<file path="src/rtl/apb_accum_multi.sv">
// apb_accum_multi: APB3 slave with NUM_CH independent accumulator channels sharing one
// adder/subtractor. Pending commands are served one per cycle in round-robin order.
//
// Register map per channel (ch = PADDR[ADDR_W-1:4], offset = PADDR[3:0]):
//   0x0 ADDEND  RW  operand, sampled when the command executes
//   0x4 CONTROL RW  full word stored; bits[1:0] 1=ADD 2=CLEAR 3=SUB queue a command
//   0x8 RESULT  RO  accumulator
//   0xC STATUS      bit0 OVF (W1C, sticky), bit1 PENDING (RO)
//
// Ports:
//   PCLK, PRESETn          bus clock, asynchronous active-low reset
//   PSEL, PENABLE, PWRITE  APB control
//   PADDR, PWDATA          byte address, write data
//   PRDATA, PREADY, PSLVERR APB response (PREADY low while a target command is pending)
//   ovf_irq                registered OR of all channel OVF flags
//
// Optional feature: define ACCUM_SATURATE_EN to clamp on overflow/borrow instead of wrapping.

module apb_accum_multi #(
  parameter int unsigned DATA_W = 32,
  parameter int unsigned ADDR_W = 32,
  parameter int unsigned NUM_CH = 4
) (
  input  logic              PCLK,
  input  logic              PRESETn,
  input  logic              PSEL,
  input  logic              PENABLE,
  input  logic              PWRITE,
  input  logic [ADDR_W-1:0] PADDR,
  input  logic [DATA_W-1:0] PWDATA,
  output logic [DATA_W-1:0] PRDATA,
  output logic              PREADY,
  output logic              PSLVERR,
  output logic              ovf_irq
);

  localparam int unsigned CH_W = (NUM_CH > 1) ? $clog2(NUM_CH) : 1;
  localparam logic [ADDR_W-5:0] NUM_CH_A = (ADDR_W-4)'(NUM_CH);

  // Channel state
  logic [DATA_W-1:0] addend_q  [NUM_CH];
  logic [DATA_W-1:0] control_q [NUM_CH];
  logic [DATA_W-1:0] result_q  [NUM_CH];
  logic [1:0]        cmd_q     [NUM_CH];
  logic [NUM_CH-1:0] pending_q;
  logic [NUM_CH-1:0] ovf_q;
  logic [CH_W-1:0]   rr_ptr_q;
  logic              ovf_irq_q;

  // Address decode
  logic            access;
  logic            ch_ok;
  logic [CH_W-1:0] ch_idx;
  logic [3:0]      off;
  logic            err;
  logic            cmd_wr;
  logic            stall_kind;
  logic            stall;
  logic            done;
  logic            wr_en;
  logic [DATA_W-1:0] rdata;

  assign access = PSEL && PENABLE;
  assign ch_ok  = (PADDR[ADDR_W-1:4] < NUM_CH_A);
  assign ch_idx = ch_ok ? PADDR[4 +: CH_W] : '0;
  assign off    = PADDR[3:0];
  assign err    = !ch_ok || (off[1:0] != 2'b00) || (PWRITE && (off[3:2] == 2'b10));
  assign cmd_wr = PWRITE && (off[3:2] == 2'b01) && (PWDATA[1:0] != 2'b00);

  // RESULT/STATUS reads and command writes must wait for the channel's queued command so
  // reads see its effect and a new command never overwrites an unexecuted one.
  assign stall_kind = (!PWRITE && off[3]) || cmd_wr;
  assign stall      = access && !err && stall_kind && pending_q[ch_idx];
  assign done       = access && !stall;
  assign wr_en      = done && !err && PWRITE;

  always_comb begin
    rdata = '0;
    unique case (off[3:2])
      2'b00: rdata = addend_q[ch_idx];
      2'b01: rdata = control_q[ch_idx];
      2'b10: rdata = result_q[ch_idx];
      2'b11: rdata = {{(DATA_W-2){1'b0}}, pending_q[ch_idx], ovf_q[ch_idx]};
    endcase
  end

  assign PREADY  = !stall;
  assign PSLVERR = access && err;
  assign PRDATA  = (done && !err && !PWRITE) ? rdata : '0;
  assign ovf_irq = ovf_irq_q;

  // Round-robin arbiter: scan downward so the lowest offset from the pointer wins.
  logic            grant_vld;
  logic [CH_W-1:0] grant_ch;
  logic [CH_W-1:0] cand;
  int unsigned     idx;

  always_comb begin
    grant_vld = 1'b0;
    grant_ch  = '0;
    cand      = '0;
    idx       = 0;
    for (int i = int'(NUM_CH) - 1; i >= 0; i--) begin
      idx = 32'(rr_ptr_q) + 32'(i);
      if (idx >= NUM_CH) idx = idx - NUM_CH;
      cand = CH_W'(idx);
      if (pending_q[cand]) begin
        grant_vld = 1'b1;
        grant_ch  = cand;
      end
    end
  end

  logic [CH_W-1:0] next_ptr;

  always_comb begin
    if (32'(grant_ch) == NUM_CH - 32'd1) next_ptr = '0;
    else                                 next_ptr = grant_ch + 1'b1;
  end

  // Shared adder/subtractor
  logic [DATA_W:0]   sum_w;
  logic [DATA_W:0]   diff_w;
  logic [DATA_W-1:0] exec_result;
  logic              exec_ovf;

  assign sum_w  = {1'b0, result_q[grant_ch]} + {1'b0, addend_q[grant_ch]};
  assign diff_w = {1'b0, result_q[grant_ch]} - {1'b0, addend_q[grant_ch]};

  always_comb begin
    exec_result = result_q[grant_ch];
    exec_ovf    = 1'b0;
    unique case (cmd_q[grant_ch])
      2'd1: begin
        exec_ovf = sum_w[DATA_W];
`ifdef ACCUM_SATURATE_EN
        exec_result = sum_w[DATA_W] ? '1 : sum_w[DATA_W-1:0];
`else
        exec_result = sum_w[DATA_W-1:0];
`endif
      end
      2'd3: begin
        exec_ovf = diff_w[DATA_W];
`ifdef ACCUM_SATURATE_EN
        exec_result = diff_w[DATA_W] ? '0 : diff_w[DATA_W-1:0];
`else
        exec_result = diff_w[DATA_W-1:0];
`endif
      end
      2'd2:    exec_result = '0;
      default: exec_result = result_q[grant_ch];
    endcase
  end

  always_ff @(posedge PCLK or negedge PRESETn) begin
    if (!PRESETn) begin
      for (int i = 0; i < int'(NUM_CH); i++) begin
        addend_q[i]  <= '0;
        control_q[i] <= '0;
        result_q[i]  <= '0;
        cmd_q[i]     <= '0;
      end
      pending_q <= '0;
      ovf_q     <= '0;
      rr_ptr_q  <= '0;
      ovf_irq_q <= 1'b0;
    end else begin
      ovf_irq_q <= |ovf_q;

      if (grant_vld) begin
        result_q[grant_ch]  <= exec_result;
        pending_q[grant_ch] <= 1'b0;
        rr_ptr_q            <= next_ptr;
      end

      if (wr_en) begin
        case (off[3:2])
          2'b00: addend_q[ch_idx] <= PWDATA;
          2'b01: begin
            control_q[ch_idx] <= PWDATA;
            if (cmd_wr) begin
              cmd_q[ch_idx]     <= PWDATA[1:0];
              pending_q[ch_idx] <= 1'b1;
            end
          end
          2'b11: if (PWDATA[0]) ovf_q[ch_idx] <= 1'b0;
          default: ;
        endcase
      end

      // Placed after the W1C so a simultaneous overflow wins.
      if (grant_vld && exec_ovf) ovf_q[grant_ch] <= 1'b1;
    end
  end

endmodule

</file>
<file path="config.mk">
export PLATFORM = sky130hd
export DESIGN_NAME = apb_accum_multi
export DESIGN_NICKNAME = d
export VERILOG_FILES = /design/src/rtl/apb_accum_multi.sv
export SDC_FILE = /design/constraint.sdc
export NUM_CORES = 1
export LEC_CHECK = 0
export CAP_MARGIN = 20
export CORE_MARGIN = 2
export CORE_UTILIZATION = 55
export CTS_BUF_LIST = sky130_fd_sc_hd__clkbuf_2 sky130_fd_sc_hd__clkbuf_4 sky130_fd_sc_hd__clkbuf_8
export CTS_CLUSTER_SIZE = 12
export DETAILED_ROUTE_END_ITERATION = 16
export GPL_TIMING_DRIVEN = 0
export MAX_ROUTING_LAYER = met4
export PLACE_DENSITY_LB_ADDON = 0.3
export SLEW_MARGIN = 40
export SYNTH_ARGS = -nofsm -noshare
export SYNTH_HDL_FRONTEND = slang
export SYNTH_SLANG_ARGS = --single-unit
</file>
<file path="constraint.sdc">
create_clock -name PCLK -period 5.8 [get_ports PCLK]
set_clock_uncertainty 0.2 [all_clocks]
set_input_delay 0.87 -clock PCLK [delete_from_list [all_inputs] [get_ports PCLK]]
set_output_delay 0.87 -clock PCLK [all_outputs]
set_load 0.01 [all_outputs]
</file>
Word-level counts from Yosys, hierarchy flattened
Index checks and enable logic that the tools add are counted.
{"block": "totals", "regBits": 403, "input_bits": 69, "out_inout_bits": 35, "wordCells": 164}
{"block": "classes", "add_sub_neg": 10, "magnitude_cmp": 17, "eq_ne": 7, "mux": 70, "bitwise_logic": 8, "n_reduce_logical": 32}
{"op": "32-bit two-way mux", "count": 13}
{"op": "128-bit bitwise mux", "count": 3}
{"op": "32-bit binary-select mux with 2-bit select", "count": 5}
{"op": "32-bit demux with 2-bit select", "count": 2}
{"op": "32-bit case mux with 4 select lines", "count": 1}
{"op": "32-bit case mux with 3 select lines", "count": 1}
{"op": "32-bit by 32-bit adder with 33-bit output", "count": 1}
{"op": "32-bit by 32-bit subtractor with 33-bit output", "count": 1}
{"op": "4-bit two-way mux", "count": 8}
{"op": "28-bit by 3-bit less-than comparator with 1-bit output, second input constant", "count": 1}
{"op": "2-bit two-way mux", "count": 13}
{"op": "1-bit logical AND", "count": 18}
{"op": "2-bit by 3-bit less-than comparator with 1-bit output, second input constant", "count": 6}
{"op": "3-bit >= comparator, second input constant", "count": 5}
{"op": "1-bit binary-select mux with 2-bit select", "count": 6}
{"op": "1-bit two-way mux", "count": 12}
{"op": "2-bit equality test, second input constant", "count": 5}
{"op": "4-bit AND", "count": 2}
{"op": "8-bit bitwise mux", "count": 1}
{"op": "4-bit NOT", "count": 2}
{"op": "4-bit OR", "count": 2}
{"op": "2-bit by 1-bit subtractor with 2-bit output, second input constant", "count": 4}
{"op": "2-bit by 2-bit adder with 3-bit output, second input constant", "count": 2}
{"op": "3-bit by 1-bit less-than comparator with 1-bit output, second input constant", "count": 2}
{"op": "17 further kinds", "count": 28}

Depth between registers and ports, before layout
{"block": "depth", "ltp_word": 20, "ltp_mapped": 21, "ltp_nobuf": 20}

Worst setup path before layout
OpenSTA, ideal clock, no wires.
{"block": "synth_path", "path_type": "register -> register", "start": "register pending_q[1]", "end": "register result_q[30] in the netlist's numbering", "setup_ns": 0.104, "arrival_ns": 4.611, "required_time_ns": 5.496, "setup_slack_ns": 0.885, "path_stages_with_launch": 21, "path_buffers": 3, "synth_period_minus_slack_ns": 4.915, "path_cell_list": "dfrtp_1 nor2b_1 a211oi_1 nor2_1 clkbuf_1 buf_1 buf_1 nand2_1 a31oi_1 ha_1 inv_1 fa_1 nor2b_1 nor2_1 o221ai_1 a211oi_1 o21ai_1 and4_1 nor3b_2 xnor2_1 a221oi_1"}
{"block": "synth_between", "elab_chain_cells": 13, "word_cells_on_any_way": 38, "classes_between": "add/sub: 2; order compare: 2; eq/ne: 3; mux: 29; bitwise: 1; reduce/logical: 1"}
{"item": "start, declared", "line": "45", "source": "logic [NUM_CH-1:0] pending_q;"}
{"item": "start signal, assigned", "line": "163", "source": "pending_q <= '0;"}
{"item": "start signal, assigned by index", "line": "172", "source": "pending_q[grant_ch] <= 1'b0;"}
{"item": "start signal, assigned by index", "line": "183", "source": "pending_q[ch_idx] <= 1'b1;"}
{"item": "1-bit binary-select mux with 2-bit select", "line": "107", "source": "if (pending_q[cand]) begin"}
{"item": "1-bit two-way mux (implied by the code)", "line": "107"}
{"item": "2-bit two-way mux (4 in series)", "line": "107"}
{"item": "2-bit NOT with 3-bit output (implied by the code)"}
{"item": "32-bit binary-select mux with 2-bit select (tied with other cells)", "line": "127, 128, 151"}
{"item": "32-bit two-way mux (implied by the code) (tied with other cells) (2 in series)", "line": "127, 128, 151"}
{"item": "32-bit by 32-bit subtractor with 33-bit output (tied with other cells)", "line": "128", "source": "assign diff_w = {1'b0, result_q[grant_ch]} - {1'b0, addend_q[grant_ch]};"}
{"item": "32-bit case mux with 3 select lines", "line": "133", "source": "unique case (cmd_q[grant_ch])"}
{"item": "128-bit bitwise mux", "line": "171", "source": "result_q[grant_ch] <= exec_result;"}
{"item": "end signal, assigned by index", "line": "171"}
{"item": "end, declared", "line": "43", "source": "logic [DATA_W-1:0] result_q [NUM_CH];"}
Parallel ways exist; a longest one is shown, timed or not. The select of a mux whose other input is x is not followed.
A chain may end at the register's enable or synchronous reset.

Worst setup path after layout
{"block": "layout_path", "start": "input port PADDR[4]", "end": "output port PRDATA[22]"}
{"block": "layout_between", "elab_chain_cells": 13, "word_cells_on_any_way": 27, "classes_between": "order compare: 1; mux: 14; bitwise: 1; reduce/logical: 11"}
{"item": "start, declared", "line": "29", "source": "input logic [ADDR_W-1:0] PADDR,"}
{"item": "branches (longest 12 deep; another with 28-bit by 3-bit less-than comparator with 1-bit output)"}
{"item": "32-bit two-way mux (*)", "line": "89", "source": "assign PRDATA = (done && !err && !PWRITE) ? rdata : '0;"}
{"item": "end, declared", "line": "31", "source": "output logic [DATA_W-1:0] PRDATA,"}
Every way passes the cells marked *. The select of a mux whose other input is x is not followed.

==> impl_metrics.env <==
export IMPL_first_global_vias=23700
export IMPL_violations="negative setup slack"
export IMPL_die_x_um=217
export IMPL_ys_ff_latch=403
export IMPL_vdd_ir_drop_max_mv=0.212
export IMPL_cp_num_buf_inv=5
export IMPL_drtAntennaViolNets=0
export IMPL_seq_area_frac_synth_pct=40.4
export IMPL_grt_overflow=0
export IMPL_grt_pass1_wl_um=150000
export IMPL_worst_slack_ns=-0.0912
export IMPL_postSynthAreaPerCell_sq_um=9.14
export IMPL_num_rows=78
export IMPL_wirelength_um=102000
export IMPL_synth_edf_count=0
export IMPL_placed_cells=3436
export IMPL_synth_top_family_by_area="compound AO/OA/AOI/OAI gates"
export IMPL_power_density_nw_per_um2=202
export IMPL_cp_cell_sequence="clkdlybuf4s50_1 -> clkbuf_2 -> buf_2 -> buf_2 -> mux2i_1 -> a21oi_1 -> o22ai_1 -> o21ai_0 -> nor2_1 -> a211oi_1 -> clkdlybuf4s50_1"
export IMPL_vias_per_cell=6.76
export IMPL_die_area_sq_um=47100
export IMPL_drtIter0Drc=3209
export IMPL_numCtsBuffers=69
export IMPL_slew_headroom_pct=26.2
export IMPL_htreeDepth=3
export IMPL_cap_violations=0
export IMPL_synth_compound_area_share_pct=19.5
export IMPL_synthCells=2728
export IMPL_antenna_found_initial=3
export IMPL_yosysWarnings=0
export IMPL_wire_per_inst_um=28.6
export IMPL_crit_path_max_fanout=10
export IMPL_vias=24100
export IMPL_p_leak_nw=12.8
export IMPL_critical_path_depth=11
export IMPL_grt_max_degree=79
export IMPL_num_fill_cells=3862
export IMPL_slew_violations=0
export IMPL_hold_viol_final=0
export IMPL_fin_crit_ns=5.89
export IMPL_start_util_pct=55.3
export IMPL_synth_net_count=2867
export IMPL_core_area_sq_um=45100
export IMPL_clock_path_buffers=3
export IMPL_slowest_stage="clkdlybuf4s50_1"
export IMPL_cts_sinks=403
export IMPL_critical_path_class="in -> out"
export IMPL_worst_ep_arrival_time_ns=4.82
export IMPL_die_h_um=217
export IMPL_place_hpwl_um=73900
export IMPL_worstHoldStart="control_q[12]"
export IMPL_status="complete, but fails checks"
export IMPL_drive_gt1_share_pct=19.1
export IMPL_crit_required_ns=4.73
export IMPL_worstHoldPathType="reg -> reg"
export IMPL_routabilityCongestion=1.02
export IMPL_synth_cell_type_count=77
export IMPL_start_kind="input pin"
export IMPL_setup_worst_path_end_class="primary output"
export IMPL_yosys_area_share_adder_pct=3.57
export IMPL_port_buffers=103
export IMPL_fin_nets=3056
export IMPL_clock_latency_ns=0.66
export IMPL_io_pins=104
export IMPL_ff2ff_path_depth=22
export IMPL_timing_fmax_ghz=0.170
export IMPL_drc_errors=0
export IMPL_synthToLayoutAreaGrowth_pct=15.7
export IMPL_fin_crit_sh_pct=102
export IMPL_cts_tree="done"
export IMPL_netlist_area_sq_um=24900
export IMPL_cts_root_buf="clkbuf_8"
export IMPL_ys_flop_type="dfrtp_1"
export IMPL_synth_xor_xnor_area_share_pct=0.948
export IMPL_synthArstFlopShare_pct=100
export IMPL_timing_rr_start="rr_ptr_q[1]"
export IMPL_slowest_delay_ns=0.63
export IMPL_clk_pin_slew_ns=0.06
export IMPL_cp_top_family="buffers and inverters"
export IMPL_fin_cells=3567
export IMPL_tightest_slew_ns=1.11
export IMPL_synth_area_mux_share_pct=16.3
export IMPL_track_usage_pct=44.4
export IMPL_synth_simple_area_share_pct=14.5
export IMPL_hold_path_depth=1
export IMPL_post_route_util_pct=64.0
export IMPL_drt_pre_antenna_iters=6
export IMPL_setup_viol=4
export IMPL_critical_path_startpoint="PADDR[4]"
-- area by class of cell --
type                            count  area (sq um)  area share, %
Antenna cell                        3          7.51         0.0260
Buffer                            202           993           3.44
Clock buffer                      106          1320           4.58
Clock inverter                     12          75.1          0.260
Inverter                           82           308           1.07
Multi-Input combinational cell   2038         14000           48.6
Sequential cell                   403         10100           35.0
Tap cell                          600           751           2.60
Timing Repair Buffer              121          1300           4.50
-- per-stage QoR --
| stage | instance area [sq um] | TNS [ns] | hold slack (ns) | worst slack, ns | power (mW) |
|---|---|---|---|---|---|
| finish | 28900 | -0.149 | 0.305 | -0.0912 | 5.84 |
| global route | 28900 | -0.0123 | 0.311 | -0.00940 | 5.95 |
| CTS | 28600 | 0 | 0.302 | 0.00621 | 5.80 |
| detailed placement | 26900 | -107.10 | 0.289 | -1.75 | 3.18 |
| global placement | 26700 | -5574.16 | 0.278 | -13.58 | 3.17 |
| floorplan | 24900 | 0 | 0.258 | 0.885 | 2.96 |
-- final timing paths --
kind | end | slack [ns]
setup / recovery | PRDATA[22] | -0.09
hold / removal | control_q[12] | 0.30
setup reg to reg | result_q[88] | 0.14
hold reg to reg | control_q[12] | 0.30
max in group asynchronous | control_q[69] | 3.38
min in group asynchronous | result_q[95] | 0.48
-- what timing repair did --
item                       4_1_cts  5_1_grt
hold buffers                     1        0
hold endpoints to repair        32        0
pin swaps                        4        5
setup endpoints to repair      144      103
setup buffers                    6        6
resized for setup               78       71
-- layer usage --
layer  vias to the layer above  global-route usage [%]  part of all wire, %
li1                      10300                       -                    -
met1                     11800                    52.2                   37
met2                      1581                    66.4                   44
met3                       469                    13.8                   12
met4                         0                    27.6                  6.8
met5                         -                       -                    0
-- power by group --
part | total, mW | switching [mW] | internal (mW)
sequential | 2.81 | 0.00000000315 | 2.81
combinational | 0.342 | 0.244 | 0.0983
clock | 2.69 | 1.24 | 1.45
total | 5.84 | 1.48 | 4.36
-- layout by cell type, fill, tap and decap left out, types with 43 or more instances in the layout --
cell             instances
dfrtp_1                402
nand2_1                398
mux2_2                 253
o21ai_0                193
a21oi_1                176
nor2_1                 160
mux2i_1                119
clkdlybuf4s50_1        102
clkbuf_8                84
clkbuf_1                80
inv_1                   79
ha_1                    67
a31oi_1                 60
a22oi_1                 56
o221ai_1                54
nor2b_1                 50
and3_1                  43
-- cells by family (layout without fill, tap and decap cells) --
group                    count (synthesis)  count (layout)
adder cells (fa/ha/maj)                 70              70
buffers and inverters                  287             523
AO/OA/AOI/OAI                          760             760
multiplexers                           375             375
other                                    0               3
XOR/XNOR                                27              27
flip-flops                             403             403
AND/OR/NAND/NOR                        806             806
-- cells in the mapped netlist (all sizes together) (14+ instances only) --
library cell,number,area share (%)
dfrtp,403,40
nand2,399,6.0
mux2,256,12
o21ai,201,4.0
a21oi,177,3.6
nor2,165,2.5
clkbuf,127,1.9
mux2i,119,4.8
inv,82,1.2
buf,78,1.6
ha,68,3.4
a31oi,63,1.6
a22oi,59,1.8
o221ai,59,2.1
nor2b,51,1.3
and3,43,1.1
o22ai,39,0.98
and2,37,0.93
nand3,27,0.54
a211oi,25,0.79
nor3,24,0.50
xnor2,23,0.81
a2111oi,17,0.60
a22o,15,0.53
a221oi,14,0.49
nand2b,14,0.35
nor4,14,0.41
-- state kept, by name (all words and copies together) (netlist names) --
signal	count
cmd_q	8
rr_ptr_q	2
ovf_irq	1
ovf_q	4
control_q	128
addend_q	128
result_q	128
pending_q	4
(Power assumes the default switching activity.)
